**src/rtl/muldiv_seq.sv**
```systemverilog
// muldiv_seq: iterative unsigned multiply/divide sequencer.
//
// Computes MUL (low word), MULHU (high word), DIVU (quotient) and REMU
// (remainder) in 32 iterations. Each iteration uses the shared 32-bit ALU
// for the add or subtract. The block itself only shifts and muxes.
// The ALU lines are owned while busy. In IDLE they rest at ADD/0/0.
//
// Ports:
//   clk, rst          clock; asynchronous active-high reset
//   req_valid/ready   request handshake (ready only in IDLE)
//   req_op            00 MUL, 01 MULHU, 10 DIVU, 11 REMU
//   req_a, req_b      multiplicand/dividend, multiplier/divisor
//   flush             synchronous abort, priority over req_valid
//   resp_valid/data   one-cycle result pulse, registered data
//   busy              high in RUN and DONE
//   alu_a/b/control   shared ALU drive
//   alu_dout/cout     shared ALU result and carry (SUB: cout=1 iff A<B)

package muldiv_pkg;
  typedef enum logic [3:0] {
    ALU_OP_ADD = 4'd0,
    ALU_OP_SUB = 4'd1,
    ALU_OP_AND = 4'd2,
    ALU_OP_OR  = 4'd3,
    ALU_OP_XOR = 4'd4,
    ALU_OP_SLL = 4'd5,
    ALU_OP_SRL = 4'd6,
    ALU_OP_SRA = 4'd7
  } alu_control_t;
endpackage

module muldiv_seq
  import muldiv_pkg::*;
#(
  parameter int XLEN  = 32,  // only 32 matches the shared ALU
  parameter int CNT_W = 6    // 2**CNT_W must exceed XLEN
) (
  input  logic             clk,
  input  logic             rst,
  input  logic             req_valid,
  output logic             req_ready,
  input  logic [1:0]       req_op,
  input  logic [XLEN-1:0]  req_a,
  input  logic [XLEN-1:0]  req_b,
  input  logic             flush,
  output logic             resp_valid,
  output logic [XLEN-1:0]  resp_data,
  output logic             busy,
  output logic [XLEN-1:0]  alu_a,
  output logic [XLEN-1:0]  alu_b,
  output alu_control_t     alu_control,
  input  logic [XLEN-1:0]  alu_dout,
  input  logic             alu_cout
);

  localparam logic [1:0] OP_MUL   = 2'b00;
  localparam logic [1:0] OP_MULHU = 2'b01;
  localparam logic [1:0] OP_DIVU  = 2'b10;
  localparam logic [1:0] OP_REMU  = 2'b11;

  typedef enum logic [1:0] {
    S_IDLE = 2'd0,
    S_RUN  = 2'd1,
    S_DONE = 2'd2
  } state_t;

  state_t            state_q, state_d;
  logic [1:0]        op_q, op_d;
  logic [CNT_W-1:0]  cnt_q, cnt_d;
  // hi: product high word / remainder R; lo: multiplier+product low / quotient Q
  logic [XLEN-1:0]   hi_q, hi_d;
  logic [XLEN-1:0]   lo_q, lo_d;
  // m: multiplicand M / divisor D
  logic [XLEN-1:0]   m_q, m_d;
  logic              resp_valid_q, resp_valid_d;
  logic [XLEN-1:0]   resp_data_q, resp_data_d;

  logic              accept;
  logic              last_iter;
  logic [XLEN:0]     div_s;   // shifted remainder {R, Q[msb]}
  logic              q_bit;

  assign accept    = (state_q == S_IDLE) && req_valid && !flush;
  assign last_iter = (cnt_q == CNT_W'(XLEN - 1));
  assign div_s     = {hi_q, lo_q[XLEN-1]};
  // Subtract succeeds when S overflowed 32 bits or S[31:0] >= D (no borrow)
  assign q_bit     = div_s[XLEN] | ~alu_cout;

  assign req_ready  = (state_q == S_IDLE);
  assign busy       = (state_q != S_IDLE);
  assign resp_valid = resp_valid_q;
  assign resp_data  = resp_data_q;

  // State and datapath registers with asynchronous reset
  always_ff @(posedge clk or posedge rst) begin
    if (rst) begin
      state_q      <= S_IDLE;
      op_q         <= 2'b00;
      cnt_q        <= {CNT_W{1'b0}};
      hi_q         <= {XLEN{1'b0}};
      lo_q         <= {XLEN{1'b0}};
      m_q          <= {XLEN{1'b0}};
      resp_valid_q <= 1'b0;
      resp_data_q  <= {XLEN{1'b0}};
    end else begin
      state_q      <= state_d;
      op_q         <= op_d;
      cnt_q        <= cnt_d;
      hi_q         <= hi_d;
      lo_q         <= lo_d;
      m_q          <= m_d;
      resp_valid_q <= resp_valid_d;
      resp_data_q  <= resp_data_d;
    end
  end

  // Next-state logic
  always_comb begin
    state_d = state_q;
    case (state_q)
      S_IDLE: begin
        if (accept) state_d = S_RUN;
        else        state_d = S_IDLE;
      end
      S_RUN: begin
        if (flush)          state_d = S_IDLE;
        else if (last_iter) state_d = S_DONE;
        else                state_d = S_RUN;
      end
      S_DONE:  state_d = S_IDLE;
      default: state_d = S_IDLE;
    endcase
  end

  // Output logic: ALU drive and the response pulse request
  always_comb begin
    alu_control  = ALU_OP_ADD;
    alu_a        = {XLEN{1'b0}};
    alu_b        = {XLEN{1'b0}};
    resp_valid_d = 1'b0;
    case (state_q)
      S_RUN: begin
        if (op_q[1]) begin
          alu_control = ALU_OP_SUB;
          alu_a       = div_s[XLEN-1:0];
          alu_b       = m_q;
        end else begin
          alu_control = ALU_OP_ADD;
          alu_a       = hi_q;
          alu_b       = lo_q[0] ? m_q : {XLEN{1'b0}};
        end
      end
      S_DONE:  resp_valid_d = ~flush;
      S_IDLE:  resp_valid_d = 1'b0;
      default: resp_valid_d = 1'b0;
    endcase
  end

  // Datapath: operand latch, one shift-add / restoring-divide step, result select
  always_comb begin
    op_d        = op_q;
    cnt_d       = cnt_q;
    hi_d        = hi_q;
    lo_d        = lo_q;
    m_d         = m_q;
    resp_data_d = resp_data_q;
    case (state_q)
      S_IDLE: begin
        if (accept) begin
          op_d  = req_op;
          cnt_d = {CNT_W{1'b0}};
          hi_d  = {XLEN{1'b0}};
          if (req_op[1]) begin
            lo_d = req_a;
            m_d  = req_b;
          end else begin
            lo_d = req_b;
            m_d  = req_a;
          end
        end else begin
          cnt_d = cnt_q;
        end
      end
      S_RUN: begin
        cnt_d = cnt_q + {{(CNT_W-1){1'b0}}, 1'b1};
        if (op_q[1]) begin
          hi_d = q_bit ? alu_dout : div_s[XLEN-1:0];
          lo_d = {lo_q[XLEN-2:0], q_bit};
        end else begin
          // {HI,LO} = {cout, sum, LO} >> 1
          hi_d = {alu_cout, alu_dout[XLEN-1:1]};
          lo_d = {alu_dout[0], lo_q[XLEN-1:1]};
        end
      end
      S_DONE: begin
        if (!flush) begin
          case (op_q)
            OP_MUL:   resp_data_d = lo_q;
            OP_MULHU: resp_data_d = hi_q;
            OP_DIVU:  resp_data_d = lo_q;
            OP_REMU:  resp_data_d = hi_q;
            default:  resp_data_d = lo_q;
          endcase
        end else begin
          resp_data_d = resp_data_q;
        end
      end
      default: begin
        cnt_d = cnt_q;
      end
    endcase
  end

endmodule

```
**config.mk**
```make
export PLATFORM = sky130hd
export DESIGN_NAME = muldiv_seq
export DESIGN_NICKNAME = d
export VERILOG_FILES = /design/src/rtl/muldiv_seq.sv
export SDC_FILE = /design/constraint.sdc
export NUM_CORES = 1
export LEC_CHECK = 0
export CAP_MARGIN = 10
export CORE_MARGIN = 4
export CORE_UTILIZATION = 45
export CTS_CLUSTER_DIAMETER = 60
export CTS_CLUSTER_SIZE = 28
export DETAILED_ROUTE_END_ITERATION = 12
export PLACE_DENSITY_LB_ADDON = 0.15
export SYNTH_ARGS = -nofsm -noshare
export SYNTH_HDL_FRONTEND = slang
export SYNTH_SLANG_ARGS = --single-unit
```
**constraint.sdc**
```tcl
create_clock -name clk -period 4.28 [get_ports clk]
set_input_delay 0.856 -clock clk [delete_from_list [all_inputs] [get_ports clk]]
set_output_delay 0.856 -clock clk [all_outputs]
set_load 0.05 [all_outputs]
```
[Word-level counts from Yosys, hierarchy flattened]
Cells that the tools add are included.
Storage, ports and cells
  input bits: 103
  output and inout port bits: 103
  logic and storage cells: 55
  register bits: 139
Cells by class
  multiplexer cells: 24
  bitwise gates (word level): 3
  reductions and logical operators: 12
  add/subtract/negate cells: 1
  equality and inequality tests: 7
Operators by type and width (number)
  32-bit 2-to-1 mux: 12
  32-bit case mux with 2 select lines: 3
  6-bit case mux with 2 select lines: 1
  6-bit by 1-bit adder with 6-bit output (second input constant): 1
  2-bit == test (second input constant): 3
  6-bit by 5-bit == test with 1-bit output (second input constant): 1
  6-bit 2-to-1 mux: 1
  2-bit AND reduction: 3
  2-bit by 1-bit == test with 1-bit output (second input constant): 2
  2-bit logical NOT: 2
  1-bit 2-to-1 mux: 4
  2-bit 2-to-1 mux: 2
  2-bit case mux with 2 select lines: 1
  2-bit nonzero test: 2
  2-bit OR reduction: 2
  1-bit logical AND: 2
  2-bit by 1-bit inequality test with 1-bit output (second input constant): 1
  1-bit NOT: 2
  1-bit logical NOT: 1
  1-bit bitwise OR: 1

[Longest topological paths before layout]
Gate-level depths: netlist (run 1).
  depth in word-level cells: 5
  mapped depth: 6

[Worst setup path after synthesis (run 1)]
OpenSTA, ideal clock, no wires.
  path type: flip-flop to output port
  start point: register state_q[1]
  end point: output port alu_a[11]
  cell stages (with the launch flop): 6
  slack: 1.711 ns
  arrival: 1.713 ns
  required time: 3.424 ns
  cells stage by stage: dfrtp_1 > nand2b_1 > buf_2 > buf_2 > buf_2 > nor2_1
Between the ends
  longest elaborated chain between the ends: 2
RTL lines
  start, declared: RTL line 67  | state_t state_q, state_d;
  start signal, assigned: RTL line 106  | state_q <= state_d;
  2-bit by 1-bit == test with 1-bit output: RTL line 141  | case (state_q)
  32-bit 2-to-1 mux: RTL line 141
  end, declared: RTL line 49  | output logic [XLEN-1:0] alu_a,
Every way passes these cells.

[Worst setup path after layout (run 1)]
  start point: register state_q[0]
  end point: output port alu_a[24]
The elaborated chain is that of the path after synthesis.

==> results of run 1 <==
-- power by group through the flow --
stage          logic, uW  registers [uW]  clock network (uW)
2_1_floorplan       1250            1790                   0
4_1_cts             1770            1920                1530
6_report            1760            1920                1510
3_5_place_dp        1760            1940                   0
5_1_grt             1910            1970                1600
3_3_place_gp        1750            1940                   0
-- routing by layer --
layer  vias up  GRT usage [%]  wire length (um)
li1       3446              -                 -
met2       185           38.6             11400
met5         -              0                 0
met4         0           5.71               359
met1      3289           28.5              9620
met3        28           5.48              1300
-- synthesized netlist by cell type, types with 12 or more instances --
cell        n  area share (%)
dfrtp_1   139              43
nor2_1    134             6.2
mux2i_1   128              16
nand2_1   101             4.7
a21oi_1    98             6.1
o21ai_0    48             3.0
buf_2      39             2.4
and2_1     34             2.6
a21o_1     32             3.0
mux2_2     32             4.4
a31oi_1    31             2.4
o21ai_1    20             1.2
buf_4      19             1.8
clkbuf_1   12            0.56
-- path summary, 6_finish.rpt --
| kind | slack, ps | from | endpoint |
|---|---|---|---|
| setup / recovery | 830 | state_q[0]$_DFF_PP0_ | alu_a[24] |
| min in group asynchronous | 840 | rst | lo_q[3]$_DFFE_PP0P_ |
| setup reg to reg | 2260 | op_q[1]$_DFFE_PP0P_ | lo_q[21]$_DFFE_PP0P_ |
| hold reg to reg | 490 | cnt_q[5]$_DFFE_PP0P_ | state_q[1]$_DFF_PP0_ |
| max in group asynchronous | 2720 | rst | resp_data[3]$_DFFE_PP0P_ |
| hold / removal | 490 | cnt_q[5]$_DFFE_PP0P_ | state_q[1]$_DFF_PP0_ |
-- worst max-delay path, stage by stage (launching register included) --
cell and delay (ps):
dfrtp_1 520, nand2b_4 460, nor2_1 320, clkdlybuf4s50_1 840
-- placed cells by master (no fill, tap or decap), drive strengths merged, types with 9 or more instances in the layout --
| cell type | instances |
|---|---|
| clkdlybuf4s50 | 169 |
| dfrtp | 139 |
| nor2 | 135 |
| mux2i | 128 |
| nand2 | 101 |
| a21oi | 98 |
| o21ai | 68 |
| buf | 50 |
| and2 | 34 |
| mux2 | 33 |
| a21o | 32 |
| a31oi | 31 |
| clkbuf | 17 |
| clkinv | 9 |
-- logic make-up (layout without fill, tap and decap cells) --
kind of cell,Yosys count,in the layout
buf+inv,82,254
simple gates,280,280
mux,161,161
xor+xnor,2,2
fa+ha+maj,1,1
compound gates,235,235
other cells,1,3
flops,139,139
-- sequential cells by signal, summed over array words and instances (netlist names) --
name	count
op_q	2
state_q	2
hi_q	32
resp_data	32
cnt_q	6
lo_q	32
m_q	32
resp_valid	1
-- through the flow --
| stage | power [uW] | hold slack [ps] | utilization [%] |
|---|---|---|---|
| after floorplan | 3040 | 454 | - |
| after global placement | 3690 | 485 | 60.0 |
| after detailed placement | 3710 | 489 | 60.0 |
| after CTS | 5230 | 495 | 63.4 |
| after global routing | 5480 | 521 | 63.4 |
| final | 5200 | 493 | 63.4 |
-- layout make-up --
type,count,area [um^2],area share (%)
Sequential cell,139,3480,31.4
Multi-Input combinational cell,682,4200,37.9
Inverter,3,15.0,0.135
Tap cell,225,282,2.54
Clock buffer,17,425,3.84
Clock inverter,15,176,1.59
Timing Repair Buffer,219,2500,22.6
==> metrics, run 1 <==
status complete, no violations; number of cell rows 48; Global Route Usage Sum 22.5%; initial antenna violation count 0; fin crit period 3450 ps; Sw Pwr 1920 uW; area added between synthesis and finish 36.8%; Seq/Total Area, Yosys 42.9%; Setup WS post-layout 835 ps; clk_lat worst skew 420 ps; main flop type after synthesis dfrtp_1; initial cell density of the core 46.4%; mux cell area share after synthesis 20.4%; DR iter-0 viols 349; fmax 0.290 GHz; largest family of logic cells by synthesized area multiplexers; Simple-Gate Fraction of Synth Area 14.4%; share of layout cells above drive strength 1 11.5%; CTS sink cnt 139; crit-path max FO 71; RSZ-0062 raised after global routing false; antenna viol nets, final 0; Area after DPL 0.0105 mm^2; number of synthesized flops with an enable pin 0; Top Ports 206; final setup fails 0; crit path launch type flip-flop; crit end category output pin; Synth cell types 35; Max VDD drop 0.363 mV; Die Y 142 um; Fillers 1,476; Post-synth ARST share 100%; max cap viols 0; R2R depth 5; yosys warns 0; CTS tree built; CTS resizes 0; WP data arrival 2590 ps; vias in the first global route 6,713; mapped cell area 0.00810 mm^2; clock share of power 29.1%; # H-tree levels 4; Leak Pwr 0.00500 uW; hold bufs inserted after CTS 0; Post-CTS Setup Bufs 0; required time of the critical path 3420 ps; combinational share of power 33.9%; Power Density 469 mW/mm^2; final non-filler cell total 1,300; post-synthesis xor/xnor area fraction 0.216%; Setup CP Type flip-flop to output pin; fin crit share 80.5%; final setup skew 7.29 ps; Antenna diodes 0; sequential share of power 37.0%; Adder-Cell Fraction of Synth Area 0.154%; DP HPWL 16,000 um; die area 0.0202 mm^2; worst hold stages 1; syn_area_per_cell 8.99 um^2; fin area 0.0111 mm^2; core area 0.0175 mm^2; via count 6,948; HP Class flip-flop to flip-flop; dpl cells 1,268; drt via density 5.34; Slew Viols, Final 0; Final #Nets 1,166; First-pass DRT Iterations 5; TritonCTS buffer count 17; Int Power 3270 uW; first-pass GRT wire length 36,100 um; Sw Share 37.0%; Root Buffer clkbuf_16; CTS clk-pin slew, worst paths 60 ps; Die X 142 um; Syn Inst Count 901; Hold Fails Final Rpt 0; Post-route DRC 0; grt ovf 0; WL final 22,700 um; worst-margin pin slew 1020 ps; input/output buffers 202; largest net degree at the start of global routing 100; Setup TNS 0 ps; Max Root-Sink Buffers 2; Max transition margin 32.3%; Compound-Gate Fraction of Synth Area 16.2%; Synth Register Bits 139; per-cell routed wire length 17.5 um; routability cong. 0.834; Setup WS pre-CTS 1280 ps
Note: power is estimated with default switching activity, not from simulation.
==> inputs of run 2 (changes only) <==
==> constraint.sdc (replaced) <==
create_clock -name clk -period 3.1 [get_ports clk]
set_input_delay 0.62 -clock clk [delete_from_list [all_inputs] [get_ports clk]]
set_output_delay 0.62 -clock clk [all_outputs]
set_load 0.05 [all_outputs]
==> run 2 against run 1 <==
Effect of this change: sequential cell count did not move; critical path depth is the same; first-iteration DRC count rose by 41%; critical endpoint is now alu_control[0]; largest cell class unchanged.
==> metrics, run 2 (synthesis results as in run 1) <==
Power Density 656 mW/mm^2 (was 469 mW/mm^2); hold path start cnt_q[5]$_DFFE_PP0P_ (unchanged); grt ovf 0 (unchanged); fin crit period 2720 ps; max cap viols 0 (unchanged); CP max stage delay 820 ps (was 840 ps); Die X 142 um (unchanged); Antenna diodes 0 (unchanged); worst reg2reg path endpoint cnt_q[5]$_DFFE_PP0P_ (was lo_q[21]$_DFFE_PP0P_); Global Route Usage Sum 22.7% (was 22.5%); largest net degree at the start of global routing 140 (was 100); Top Ports 206 (unchanged); crit-path max FO 5 (was 71); via count 7,049 (was 6,948); RSZ-0062 raised after global routing false (unchanged); fin crit share 87.9%; Leak Pwr 0.00508 uW (was 0.00500 uW); routability cong. 0.831 (was 0.834); antenna viol nets, final 0 (unchanged); Post-CTS Setup Bufs 0 (unchanged); per-cell routed wire length 17.6 um (was 17.5 um); worst hold stages 1 (unchanged); TritonCTS buffer count 17 (unchanged); CTS clk-pin slew, worst paths 60 ps (about the same); CTS resizes 0 (unchanged); vias in the first global route 6,862 (was 6,713); share of layout cells above drive strength 1 14.2% (was 11.5%); required time of the critical path 2480 ps (was 3420 ps); Hold Fails Final Rpt 0 (unchanged); area added between synthesis and finish 36.5% (was 36.8%); initial antenna violation count 0 (unchanged); drt via density 5.43 (was 5.34); input/output buffers 202 (unchanged); first-pass GRT wire length 36,700 um (was 36,100 um); WP data arrival 2100 ps (was 2590 ps); Setup TNS 0 ps (unchanged); Post-route DRC 0 (unchanged); Max Root-Sink Buffers 2 (unchanged); fmax 0.367 GHz; crit path launch type flip-flop (unchanged); # H-tree levels 4 (unchanged); Tot Pwr 7260 uW (was 5200 uW); critical path, cell by cell nor2b_2, and2_1, clkdlybuf4s50_1 (was nand2b_4, nor2_1, clkdlybuf4s50_1); core area 0.0175 mm^2 (unchanged); Slew Viols, Final 0 (unchanged); First-pass DRT Iterations 5 (unchanged); R2R setup slack 1330 ps (was 2260 ps); status complete, no violations (unchanged); Hold Path End state_q[1]$_DFF_PP0_ (unchanged); Top Family by Delay on Critical Path buffers and inverters (unchanged); CTS tree built (unchanged); Max VDD drop 0.422 mV (was 0.363 mV); WL final 22,900 um (was 22,700 um); DP HPWL 15,700 um (was 16,000 um); hold bufs inserted after CTS 0 (unchanged); final setup fails 0 (unchanged); commonest cells after routing, fill and taps aside dfrtp_1, clkdlybuf4s50_1, nor2_1, mux2i_1, nand2_1 (was clkdlybuf4s50_1, dfrtp_1, nor2_1, mux2i_1, nand2_1); initial cell density of the core 46.4% (unchanged); worst-margin pin slew 1020 ps (about the same); Die Y 142 um (unchanged); final setup skew 12.0 ps (was 7.29 ps); number of cell rows 48 (unchanged); FF+latch area 0.00348 mm^2 (unchanged); Slowest-stage cell, CP clkdlybuf4s50_1 (unchanged); WP buf/inv 1 (unchanged); DR iter-0 viols 492 (was 349); die area 0.0202 mm^2 (unchanged); Fillers 1,496 (was 1,476); Critical R2R Launch state_q[0]$_DFF_PP0_ (was op_q[1]$_DFFE_PP0P_); crit end category output pin (unchanged); Multi-input gate area 0.00420 mm^2 (unchanged); CTS sink cnt 139 (unchanged); Root Buffer clkbuf_16 (unchanged); R2R depth 5 (unchanged); Max transition margin 32.2% (was 32.3%); HP Class flip-flop to flip-flop (unchanged); Setup CP Type flip-flop to output pin (unchanged); clk_lat worst skew 420 ps (about the same); Final #Nets 1,165 (was 1,166)
-- run 2: layer usage --
metal  GRT usage [%]  share of wire, %
met2            37.6                50
met5               0                 0
met3            5.41               5.7
met4            7.22               2.3
met1            29.6                42
-- run 2: power by group --
| group | internal [uW] | leakage (uW) | switching (uW) |
|---|---|---|---|
| Combinational | 1090 | 0.00305 | 1390 |
| Sequential | 2150 | 0.00173 | 444 |
| Clock | 1390 | 0.000299 | 787 |
| Total | 4640 | 0.00508 | 2620 |
-- run 2: worst max path at each step --
stage                         start                   end  slack (ps)  cells past startpoint
3_3_place_gp                  flush   m_q[12]$_DFFE_PP0P_         810                      6
3_5_place_dp                  flush   m_q[21]$_DFFE_PP0P_         730                      6
4_1_cts        state_q[0]$_DFF_PP0_        alu_control[0]         350                      3
6_report       state_q[0]$_DFF_PP0_        alu_control[0]         380                      3
2_1_floorplan                   rst  cnt_q[0]$_DFFE_PP0P_         740                      1
5_1_grt        state_q[0]$_DFF_PP0_        alu_control[0]         310                      3
-- run 2: cell type report --
type | instances | share of cell area, %
Clock inverter | 11 | 1.50
Clock buffer | 21 | 4.16
Inverter | 3 | 0.136
Tap cell | 225 | 2.55
Timing Repair Buffer | 218 | 22.2
Multi-Input combinational cell | 682 | 37.9
Sequential cell | 139 | 31.5
-- run 2: per-stage QoR --
step | utilization, % | worst slack [ps] | cells | hold WS [ps] | cell area, um^2
2_1_floorplan | - | 745 | 903 | 454 | 8110
3_3_place_gp | 59.7 | 810 | 1267 | 470 | 10400
3_5_place_dp | 59.7 | 725 | 1267 | 489 | 10400
4_1_cts | 63.3 | 352 | 1299 | 494 | 11100
6_report | 63.3 | 375 | 1299 | 495 | 11100
5_1_grt | 63.3 | 306 | 1299 | 504 | 11100
